==> config.mk <==
export PLATFORM = sky130hd
export DESIGN_NAME = antirebotes_multicanal
export DESIGN_NICKNAME = d
export VERILOG_FILES = /design/src/rtl/antirebotes_multicanal.sv
export SDC_FILE = /design/constraint.sdc
export NUM_CORES = 1
export LEC_CHECK = 0
export CORE_MARGIN = 10
export CORE_UTILIZATION = 40
export CTS_BUF_LIST = sky130_fd_sc_hd__clkbuf_8
export DETAILED_ROUTE_END_ITERATION = 8
export GPL_TIMING_DRIVEN = 0
export MAX_ROUTING_LAYER = met4
export PLACE_DENSITY = 0.55
export REMOVE_ABC_BUFFERS = 1
export SLEW_MARGIN = 20
export SYNTH_ARGS = -nofsm -noshare
export SYNTH_HDL_FRONTEND = slang
export SYNTH_SLANG_ARGS = --single-unit
==> constraint.sdc <==
create_clock -name clk -period 3.2 [get_ports clk]
set_clock_uncertainty 0.05 [all_clocks]
set_input_delay 0.64 -clock clk [delete_from_list [all_inputs] [get_ports clk]]
set_output_delay 0.64 -clock clk [all_outputs]
set_load 0.01 [all_outputs]
==> src/rtl/antirebotes_multicanal.sv <==
// antirebotes_multicanal: N-channel debouncer with press, release,
// hold and auto-repeat single-cycle event pulses.
module antirebotes_canal #(
  parameter int   CNT_BITS        = 16,
  parameter int   DEBOUNCE_CYCLES = 50000,
  parameter logic INVERT          = 1'b0,
  parameter int   HOLD_BITS       = 26,
  parameter int   HOLD_CYCLES     = 25000000,
  parameter int   REPEAT_CYCLES   = 5000000
) (
  input  logic clk,
  input  logic rst_n,
  input  logic button_i,
  output logic clean_o,
  output logic press_o,
  output logic release_o,
  output logic hold_o,
  output logic repeat_o
);

  localparam logic [1:0] ST_REL = 2'd0;
  localparam logic [1:0] ST_PRS = 2'd1;
  localparam logic [1:0] ST_HLD = 2'd2;

  localparam logic [CNT_BITS-1:0] DB_LAST =
    CNT_BITS'(DEBOUNCE_CYCLES - 1);
  localparam logic [HOLD_BITS-1:0] HOLD_LAST =
    HOLD_BITS'(HOLD_CYCLES - 1);
  localparam bit REP_EN = (REPEAT_CYCLES != 0);
  localparam int REP_SAFE = REP_EN ? REPEAT_CYCLES : 1;
  localparam logic [HOLD_BITS-1:0] REP_LAST =
    HOLD_BITS'(REP_SAFE - 1);

  logic                 sync1_q, sync2_q;
  logic                 clean_q, clean_d;
  logic [CNT_BITS-1:0]  cnt_q, cnt_d;
  logic                 rise, fall;
  logic [1:0]           state_q, state_d;
  logic [HOLD_BITS-1:0] hcnt_q, hcnt_d;
  logic                 press_q, release_q;
  logic                 hold_q, hold_d;
  logic                 rep_q, rep_d;

  // Any sample that agrees with the accepted level restarts the count
  always_comb begin
    cnt_d   = cnt_q;
    clean_d = clean_q;
    rise    = 1'b0;
    fall    = 1'b0;
    if (sync2_q == clean_q) begin
      cnt_d = '0;
    end else if (cnt_q == DB_LAST) begin
      cnt_d   = '0;
      clean_d = sync2_q;
      rise    = sync2_q;
      fall    = ~sync2_q;
    end else begin
      cnt_d = cnt_q + CNT_BITS'(1);
    end
  end

  // A falling edge overrides any hold/repeat due the same cycle
  always_comb begin
    state_d = state_q;
    hcnt_d  = hcnt_q;
    hold_d  = 1'b0;
    rep_d   = 1'b0;
    if (fall) begin
      state_d = ST_REL;
      hcnt_d  = '0;
    end else begin
      unique case (state_q)
        ST_REL: begin
          if (rise) begin
            state_d = ST_PRS;
            hcnt_d  = '0;
          end
        end
        ST_PRS: begin
          if (hcnt_q == HOLD_LAST) begin
            hold_d  = 1'b1;
            state_d = ST_HLD;
            hcnt_d  = '0;
          end else begin
            hcnt_d = hcnt_q + HOLD_BITS'(1);
          end
        end
        ST_HLD: begin
          if (!REP_EN) begin
            hcnt_d = '0;
          end else if (hcnt_q == REP_LAST) begin
            rep_d  = 1'b1;
            hcnt_d = '0;
          end else begin
            hcnt_d = hcnt_q + HOLD_BITS'(1);
          end
        end
        default: begin
          state_d = ST_REL;
          hcnt_d  = '0;
        end
      endcase
    end
  end

  always_ff @(posedge clk or negedge rst_n) begin
    if (!rst_n) begin
      sync1_q   <= 1'b0;
      sync2_q   <= 1'b0;
      clean_q   <= 1'b0;
      cnt_q     <= '0;
      state_q   <= ST_REL;
      hcnt_q    <= '0;
      press_q   <= 1'b0;
      release_q <= 1'b0;
      hold_q    <= 1'b0;
      rep_q     <= 1'b0;
    end else begin
      sync1_q   <= button_i ^ INVERT;
      sync2_q   <= sync1_q;
      clean_q   <= clean_d;
      cnt_q     <= cnt_d;
      state_q   <= state_d;
      hcnt_q    <= hcnt_d;
      press_q   <= rise;
      release_q <= fall;
      hold_q    <= hold_d;
      rep_q     <= rep_d;
    end
  end

  assign clean_o   = clean_q;
  assign press_o   = press_q;
  assign release_o = release_q;
  assign hold_o    = hold_q;
  assign repeat_o  = rep_q;

endmodule

module antirebotes_multicanal #(
  parameter int              N_CH            = 4,
  parameter int              CNT_BITS        = 16,
  parameter int              DEBOUNCE_CYCLES = 50000,
  parameter logic [N_CH-1:0] INVERT_MASK     = '0,
  parameter int              HOLD_BITS       = 26,
  parameter int              HOLD_CYCLES     = 25000000,
  parameter int              REPEAT_CYCLES   = 5000000
) (
  input  logic            clk,
  input  logic            rst_n,
  input  logic [N_CH-1:0] button_in,
  output logic [N_CH-1:0] button_clean,
  output logic [N_CH-1:0] press_pulse,
  output logic [N_CH-1:0] release_pulse,
  output logic [N_CH-1:0] hold_pulse,
  output logic [N_CH-1:0] repeat_pulse
);

  for (genvar g = 0; g < N_CH; g++) begin : g_ch
    antirebotes_canal #(
      .CNT_BITS        (CNT_BITS),
      .DEBOUNCE_CYCLES (DEBOUNCE_CYCLES),
      .INVERT          (INVERT_MASK[g]),
      .HOLD_BITS       (HOLD_BITS),
      .HOLD_CYCLES     (HOLD_CYCLES),
      .REPEAT_CYCLES   (REPEAT_CYCLES)
    ) u_ch (
      .clk       (clk),
      .rst_n     (rst_n),
      .button_i  (button_in[g]),
      .clean_o   (button_clean[g]),
      .press_o   (press_pulse[g]),
      .release_o (release_pulse[g]),
      .hold_o    (hold_pulse[g]),
      .repeat_o  (repeat_pulse[g])
    );
  end

endmodule

Word level (Yosys, flattened, before mapping)
Index checks and enable logic that the tools add are counted.

Register bits after elaboration: 204. Latch bits: 0. Bits in writable memories: 0. ROM bits: 0. Input bits: 6. Output and inout port bits: 20. Word-level logic and storage cells: 188. Memories kept: 0.

$add $sub $neg: 8. Multiply operators: 0. Div/mod/pow operators: 0. Magnitude comparators: 0. Equality and inequality tests: 36. Shift-type cells: 0. Muxes and demuxes: 84. Bitwise operators: 8. Reductions and logical operators: 12.

Operators with widths (count): $mux 26 (16); $pmux 26 s3 (4); $mux 16 (8); $add 26x1->26 const B (4); $eq 26x23->1 const B (4); $eq 26x25->1 const B (4); $add 16x1->16 const B (4); $eq 16x16->1 const B (4); $mux 1 (40); $mux 2 (12); $ne 3x1->1 const B (8); $pmux 2 s3 (4); $reduce_and 3->1 (4); $eq 2x1->1 const B (4); $eq 2x2->1 const B (4); $logic_not 2->1 (4); $ne 2x1->1 const B (4); $not 1->1 (8); $reduce_and 2->1 (4); $eq 1x1->1 (4).

Logic depth before layout (Yosys ltp)
Gate-level depths: netlist (run 1).

Word-level depth: 6. Mapped depth: 10. Depth with buffers taken out: 8.

Cells and area by module
A second synthesis (run 1) with hierarchy kept.

Cells, all modules: 1101. Area total of the unflattened synthesis: 10755.3 um^2.

Modules (own cells, without submodules): antirebotes_canal (g_ch[0].u_ch ...) (instances 3, cells an instance 270, area each 2635.0 um^2, seq. area each 1276.2 um^2); antirebotes_canal (g_ch[3].u_ch) (instances 1, cells an instance 291, area each 2850.2 um^2, seq. area each 1276.2 um^2).

Least setup slack after synthesis (run 1)
No wires, ideal clock.

Path type: reg-to-reg. Start: register g_ch[1].u_ch.hcnt_q[16]. End: register g_ch[1].u_ch.hcnt_q[16]. Library setup time: 0.135 ns. Arrival time: 2.191 ns. Required time: 3.015 ns. Setup slack: 0.825 ns. Cell stages (with the launch flop): 8. Buffers on the path: 1. Period minus slack after synthesis: 2.375 ns. Cells stage by stage: dfrtp_1 > or4_1 > or4_4 > o31ai_4 > a21oi_2 > nand2b_2 > buf_4 > o311ai_1.

Word-level cells in the longest chain between the ends: 4. Elaborated cells between the ends (all ways): 7. Those cells by class: add/sub (1); eq/ne (2); mux (4).

Ends and longest elaborated chain: from (decl) (RTL line 39) `logic [HOLD_BITS-1:0] hcnt_q, hcnt_d;`; from (signal assigned) (RTL line 124) `hcnt_q <= hcnt_d;`; $add 26x1->26, or another cell as far along (RTL line 85, 95); $mux 26 (on tied branches) (RTL line 91, 80); $pmux 26 s3 (*) (RTL line 72) `unique case (state_q)`; $mux 26 (*) (RTL line 68) `if (fall) begin`.

Every way passes the cells marked *; elsewhere a longest branch is shown, timed or not. A chain may end at the register's enable or synchronous reset.

Worst setup path after layout (run 1)
Start: register g_ch[1].u_ch.hcnt_q[0]. End: register g_ch[1].u_ch.hcnt_q[3].

The elaborated chain is that of the path after synthesis.

==> impl_metrics.yaml, run 1 <==
clocking:
  cts.htree.levels: 2
  clk_pin_slew_ns: 0.06
  cts_tree: "done"
  clock_latency_ns: 0.52
  numCtsBuffers: 39
  clk_path_buf_depth: 3
  cts_setup_buffers: 0
  clock-sinks: 204
  clockRootBuffer: "clkbuf_8"
worst_setup_path:
  end_kind: "flop"
  crit_required_ns: 3.52
  cpMaxStageDelayCell: "or4_1"
  crit_type: "reg2reg"
  cp_num_cells: 7
  path_cells: "ha_1 > nand4bb_1 > or4_1 > o31ai_2 > a21oi_4 > nand2b_4 > o311ai_0"
  r2r_cells: 7
  arrival_ns: 3.23
  critPathMaxFanout: 25
  cp_slowest_stage_delay_ns: 0.66
  r2r_slack_ns: 0.29
  crit_path_start_kind: "flop"
  crit_family: "simple AND/OR/NAND/NOR gates"
  cp.buffers_inverters: 0
outcome:
  status: "complete, no violations"
synth:
  netlist_instances: 1172
  synthArstFlopShare_pct: 100
  synth_enable_flop_cells: 0
  seq_area_frac_synth_pct: 46.7
  ys_types: 60
  syn-cell-area_um2: 10900
  synth_warnings: 0
  synthFlopType: "dfrtp_1"
  ys_seq_elements: 204
  avgSynthCellArea_um2: 9.32
finish:
  final_cell_mix: "204 x dfrtp_1, 128 x nor2_1, 127 x nand3_1"
  final_common_cell: "dfrtp_1"
  area_delta_synth_final_pct: 11.5
  final_util_pct: 45.2
  drive_gt1_share_pct: 7.04
  fin_nets: 1217
  nFillCells: 2588
  antenna_cells: 0
drt:
  via_per_inst: 5.51
  route.detailed.drc: 0
  vias: 8527
  avgRoutedWirePerCell_um: 15.3
  drtPass1Iterations: 5
  first_iter_violations: 462
  antenna_left: 0
  routed_wl_um: 23700
flow_run:
  cap_viol_max_count: 0
global_routing:
  grt_pass1_vias: 8412
  antenna_found_initial: 0
  grt_start_max_net_pins: 88
  grt_usage_pct: 14.7
  gr-total-overflow: 0
  grt_first_pass_wirelength_um: 42100
timing:
  rsz0062_at_grt: "no"
  tightest_slew_ns: 1.14
  slew_headroom_pct: 23.5
  fmax_mhz: 344
  tns_ns: 0
  period_share_pct: 91.0
  hold_viol: 0
  fin_ws_ns: 0.289
  finalMaxSlewViolations: 0
  finalSetupViolations: 0
  fin_crit_ns: 2.91
die:
  die-area_um2: 34300
  io_pins: 26
  die_y_um: 185
  die_x_um: 185
  initial_utilization_pct: 40.5
  fp.coreArea_um2: 27000
  rows: 60
place:
  place_congestion: 0.787
  io_buffer_count: 25
  hpwlAfterDp_um: 15200
  dp_slack_ns: 0.0280
power:
  p_leak_nw: 4.92
  p_total_mw: 5.28
  peakVddDrop_v: 0.000237
  power_density_nw_per_um2: 433
min_path:
  worst_hold_path.num_cells: 0
  hold_path_class: "reg2reg"
registers in the layout, summed over array words and instances, names as in the netlist:
| register | cells |
|---|---|
| g_ch.u_ch.state_q | 8 |
| g_ch.u_ch.clean_o | 4 |
| g_ch.u_ch.hold_o | 4 |
| g_ch.u_ch.press_o | 4 |
| g_ch.u_ch.cnt_q | 64 |
| g_ch.u_ch.hcnt_q | 104 |
| g_ch.u_ch.release_o | 4 |
| g_ch.u_ch.sync1_q | 4 |
| g_ch.u_ch.repeat_o | 4 |
| g_ch.u_ch.sync2_q | 4 |
area by class of cell:
class                      count  area, um^2  area share [%]
clock buffer                  47         647            5.31
inverter                      39         146            1.20
tap                          341         427            3.50
timing repair buffer          31         350            2.88
multi-input combinational    871        5390            44.3
clock inverter                15         114           0.935
sequential                   204        5100            41.9
through the flow:
stage | hold slack, ns | instances | cell area (um^2)
6_report | 0.295 | 1548 | 12200
5_1_grt | 0.302 | 1548 | 12200
4_1_cts | 0.297 | 1548 | 12200
3_5_place_dp | 0.285 | 1485 | 11400
3_3_place_gp | 0.285 | 1480 | 11300
2_1_floorplan | 0.281 | 1114 | 10600
worst reg2reg max path, stage by stage, from the launching register on:
cell and delay (ns):
dfrtp_1 0.43, ha_1 0.20, nand4bb_1 0.09, or4_1 0.66, o31ai_2 0.49, a21oi_4 0.30, nand2b_4 0.36, o311ai_0 0.18
logic make-up (layout without fill, tap and decap cells):
| kind of cell | Yosys count | in the layout | synth area share [%] |
|---|---|---|---|
| compound gates | 152 | 152 | 9.80 |
| simple gates | 610 | 610 | 29.5 |
| buf+inv | 97 | 132 | 4.29 |
| mux | 4 | 4 | 0.412 |
| xor+xnor | 80 | 80 | 6.41 |
| fa+ha+maj | 25 | 25 | 2.86 |
| flops | 204 | 204 | 46.7 |
per-layer routing:
| layer | vias up | share of wire [%] | GRT usage [%] |
|---|---|---|---|
| met4 | 0 | 2.0 | 4.39 |
| met5 | - | 0 | - |
| met1 | 4111 | 50 | 19.9 |
| met2 | 117 | 44 | 22.0 |
| li1 | 4250 | - | - |
| met3 | 49 | 3.4 | 2.74 |
worst paths after layout:
| kind | to | startpoint |
|---|---|---|
| max in group asynchronous | g_ch[1].u_ch.cnt_q[9] | rst_n |
| worst min register to register | g_ch[2].u_ch.sync2_q | g_ch[2].u_ch.sync1_q |
| worst max register to register | g_ch[1].u_ch.hcnt_q[3] | g_ch[1].u_ch.hcnt_q[0] |
| worst max-delay path | g_ch[1].u_ch.hcnt_q[3] | g_ch[1].u_ch.hcnt_q[0] |
| worst min-delay path | g_ch[2].u_ch.sync2_q | g_ch[2].u_ch.sync1_q |
| min in group asynchronous | g_ch[2].u_ch.state_q[1] | rst_n |
report_power, final:
| group | total [mW] | internal, mW | switching, mW |
|---|---|---|---|
| logic | 0.105 | 0.0290 | 0.0757 |
| registers | 2.61 | 2.60 | 0.0141 |
| clock network | 2.56 | 1.47 | 1.09 |
| total | 5.28 | 4.10 | 1.18 |
Yosys cell counts, types with 4 or more instances:
library cell	n	area share (%)
or4_1	8	0.55
nor3b_1	10	0.69
o21ai_0	32	1.5
xor2_1	36	2.9
nor4bb_1	15	1.4
xnor2_1	44	3.5
a211oi_1	4	0.27
nand2b_1	9	0.52
a21oi_1	15	0.69
or3_1	27	1.5
nor2_1	128	4.4
buf_4	22	1.5
o31ai_1	18	1.2
nor3_1	25	1.1
and3_1	20	1.1
nor4_1	12	0.69
nand2_1	112	3.8
nand4_1	51	2.9
dfrtp_1	204	47
o22ai_1	4	0.23
o21a_1	6	0.41
o311ai_1	7	0.56
and2_1	18	1.0
nand3_1	127	5.8
clkbuf_1	28	0.96
a21o_1	10	0.69
o311ai_0	21	1.7
buf_2	6	0.27
and4_1	16	1.3
a31oi_1	10	0.57
nor4b_1	9	0.72
mux2_2	4	0.41
o211ai_1	6	0.41
inv_1	39	1.3
a22oi_1	4	0.27
or2_2	6	0.34
ha_1	25	2.9
timing repair:
item | 4_1_cts | 5_1_grt
hold buffers | 1 | 0
endpoints found under the setup margin | 0 | 56
gates resized for setup | 0 | 5
hold endpoints to repair | 51 | 0
No activity file was read; power rests on OpenSTA's default activity.
==> run 2: changes to the inputs <==
--- a/config.mk
+++ b/config.mk
@@ -13,7 +13,6 @@
 export MAX_ROUTING_LAYER = met4
 export PLACE_DENSITY = 0.55
 export REMOVE_ABC_BUFFERS = 1
-export SLEW_MARGIN = 20
 export SYNTH_ARGS = -nofsm -noshare
 export SYNTH_HDL_FRONTEND = slang
 export SYNTH_SLANG_ARGS = --single-unit
==> impl_metrics.yaml, run 2 (synthesis gave the netlist of run 1 again) <==
die:
  rows: 60
  die-area_um2: 34300
  io_pins: 26
  initial_utilization_pct: 40.5
  die_x_um: 185
  die_y_um: 185
  fp.coreArea_um2: 27000
worst_setup_path:
  r2r-start: "g_ch[3].u_ch.cnt_q[0]"
  path_cells: "ha_1 > and3_1 > nand4_1 > or3b_2 > inv_1 > a211oi_4 > nand2_1 > o311ai_0"
  cp_slowest_stage_delay_ns: 0.54
  end_kind: "flop"
  arrival_ns: 3.32
  r2r_cells: 8
  cpMaxStageDelayCell: "a211oi_4"
  endpoint: "g_ch[3].u_ch.hcnt_q[14]"
  cp.buffers_inverters: 1
  crit_type: "reg2reg"
  cp_num_cells: 8
  r2r_slack_ns: 0.24
  crit_start: "g_ch[3].u_ch.cnt_q[0]"
  crit_path_start_kind: "flop"
  critPathMaxFanout: 13
  crit_family: "simple AND/OR/NAND/NOR gates"
  r2r_end: "g_ch[3].u_ch.hcnt_q[14]"
  crit_required_ns: 3.56
power:
  p_leak_nw: 4.93
  p_total_mw: 5.40
  power_density_nw_per_um2: 442
  peakVddDrop_v: 0.000244
finish:
  largestRegisters: "g_ch.u_ch.hcnt_q: 104 flops, g_ch.u_ch.cnt_q: 64 flops, g_ch.u_ch.state_q: 8 flops"
  final_cell_mix: "204 x dfrtp_1, 128 x nor2_1, 127 x nand3_1"
  antenna_cells: 0
  final_util_pct: 45.4
  final_common_cell: "dfrtp_1"
  largest_reg_flops: 104
  drive_gt1_share_pct: 7.34
  top_register: "g_ch.u_ch.hcnt_q"
  final_cells: 1553
  fin_nets: 1215
  area_delta_synth_final_pct: 11.9
  stdcell_area_um2: 12200
timing:
  tns_ns: 0
  finalSetupViolations: 0
  fmax_mhz: 338
  slew_headroom_pct: 20.3
  fin_crit_ns: 2.96
  tightest_slew_ns: 1.19
  hold_ws_ns: 0.295
  rsz0062_at_grt: "no"
  finalMaxSlewViolations: 0
  period_share_pct: 92.4
  hold_viol: 0
  fin_ws_ns: 0.244
place:
  place_congestion: 0.787
  dp.cells: 1483
  place_area_um2: 11400
  hpwlAfterDp_um: 15100
  dp_slack_ns: -0.287
  io_buffer_count: 25
min_path:
  worstHoldStart: "g_ch[1].u_ch.sync1_q"
  hold_path_class: "reg2reg"
clocking:
  cts.htree.levels: 2
  clock-sinks: 204
  cts_setup_buffers: 0
  clockRootBuffer: "clkbuf_8"
  cts_tree: "done"
  clk_pin_slew_ns: 0.06
  clk_path_buf_depth: 3
  clock_latency_ns: 0.54
  numCtsBuffers: 39
drt:
  wl_met1_um: 11700
  avgRoutedWirePerCell_um: 15.2
  route.detailed.drc: 0
  top_layer: "met4"
  drtPass1Iterations: 8
  via_per_inst: 5.49
  routed-wl-met2_um: 10500
  met3WireLength_um: 922
  routed_wl_um: 23600
  antenna_left: 0
  first_iter_violations: 483
  vias: 8531
global_routing:
  grt_usage_pct: 14.7
  antenna_found_initial: 0
  gr-total-overflow: 0
  grt_pass1_vias: 8414
  grt_first_pass_wirelength_um: 41900
  grt_start_max_net_pins: 88
flow_run:
  cap_viol_max_count: 0
outcome:
  status: "complete, no violations"
==> run 2: cell types whose count changed in the layout (fill, tap and decap cells not counted), sizes merged <==
cell / previous run / this run
bufinv: 2 / 1
inv: 48 / 49
clkinvlp: 0 / 2
buf: 6 / 4
clkbuf: 47 / 52
==> run 2: worst min-delay path by stage <==
stage | endpoint | slack, ns | depth (start not counted)
6_report | g_ch[1].u_ch.sync2_q | 0.29 | 0
5_1_grt | g_ch[2].u_ch.sync2_q | 0.30 | 0
4_1_cts | g_ch[1].u_ch.sync2_q | 0.30 | 0
3_5_place_dp | g_ch[1].u_ch.sync2_q | 0.28 | 0
3_3_place_gp | g_ch[2].u_ch.sync2_q | 0.29 | 0
2_1_floorplan | g_ch[0].u_ch.sync2_q | 0.28 | 0
==> run 2: area by class of cell <==
type                            instances  area, um^2
Fill cell                            2598       14700
Multi-Input combinational cell        871        5390
Sequential cell                       204        5100
Clock buffer                           52         716
Tap cell                              341         427
Timing Repair Buffer                   29         332
Inverter                               39         146
Clock inverter                         17         108
==> run 2: power by group <==
part	switching, mW	leakage (nW)	internal [mW]
registers	0.0142	2.82	2.60
logic	0.0753	1.65	0.0290
clock network	1.15	0.456	1.53
==> run 2: metal layers <==
| metal | global-route usage (%) | vias up |
|---|---|---|
| li1 | - | 4259 |
| met1 | 19.8 | 4113 |
| met2 | 22.2 | 121 |
| met3 | 2.78 | 38 |
| met4 | 4.26 | 0 |
| met5 | - | - |
==> run 2: repair_timing <==
action	4_1_cts	5_1_grt
gates cloned	0	0
setup endpoints to repair	29	47
resized for setup	3	4
hold buffers	1	0
endpoints found under the hold margin	51	0
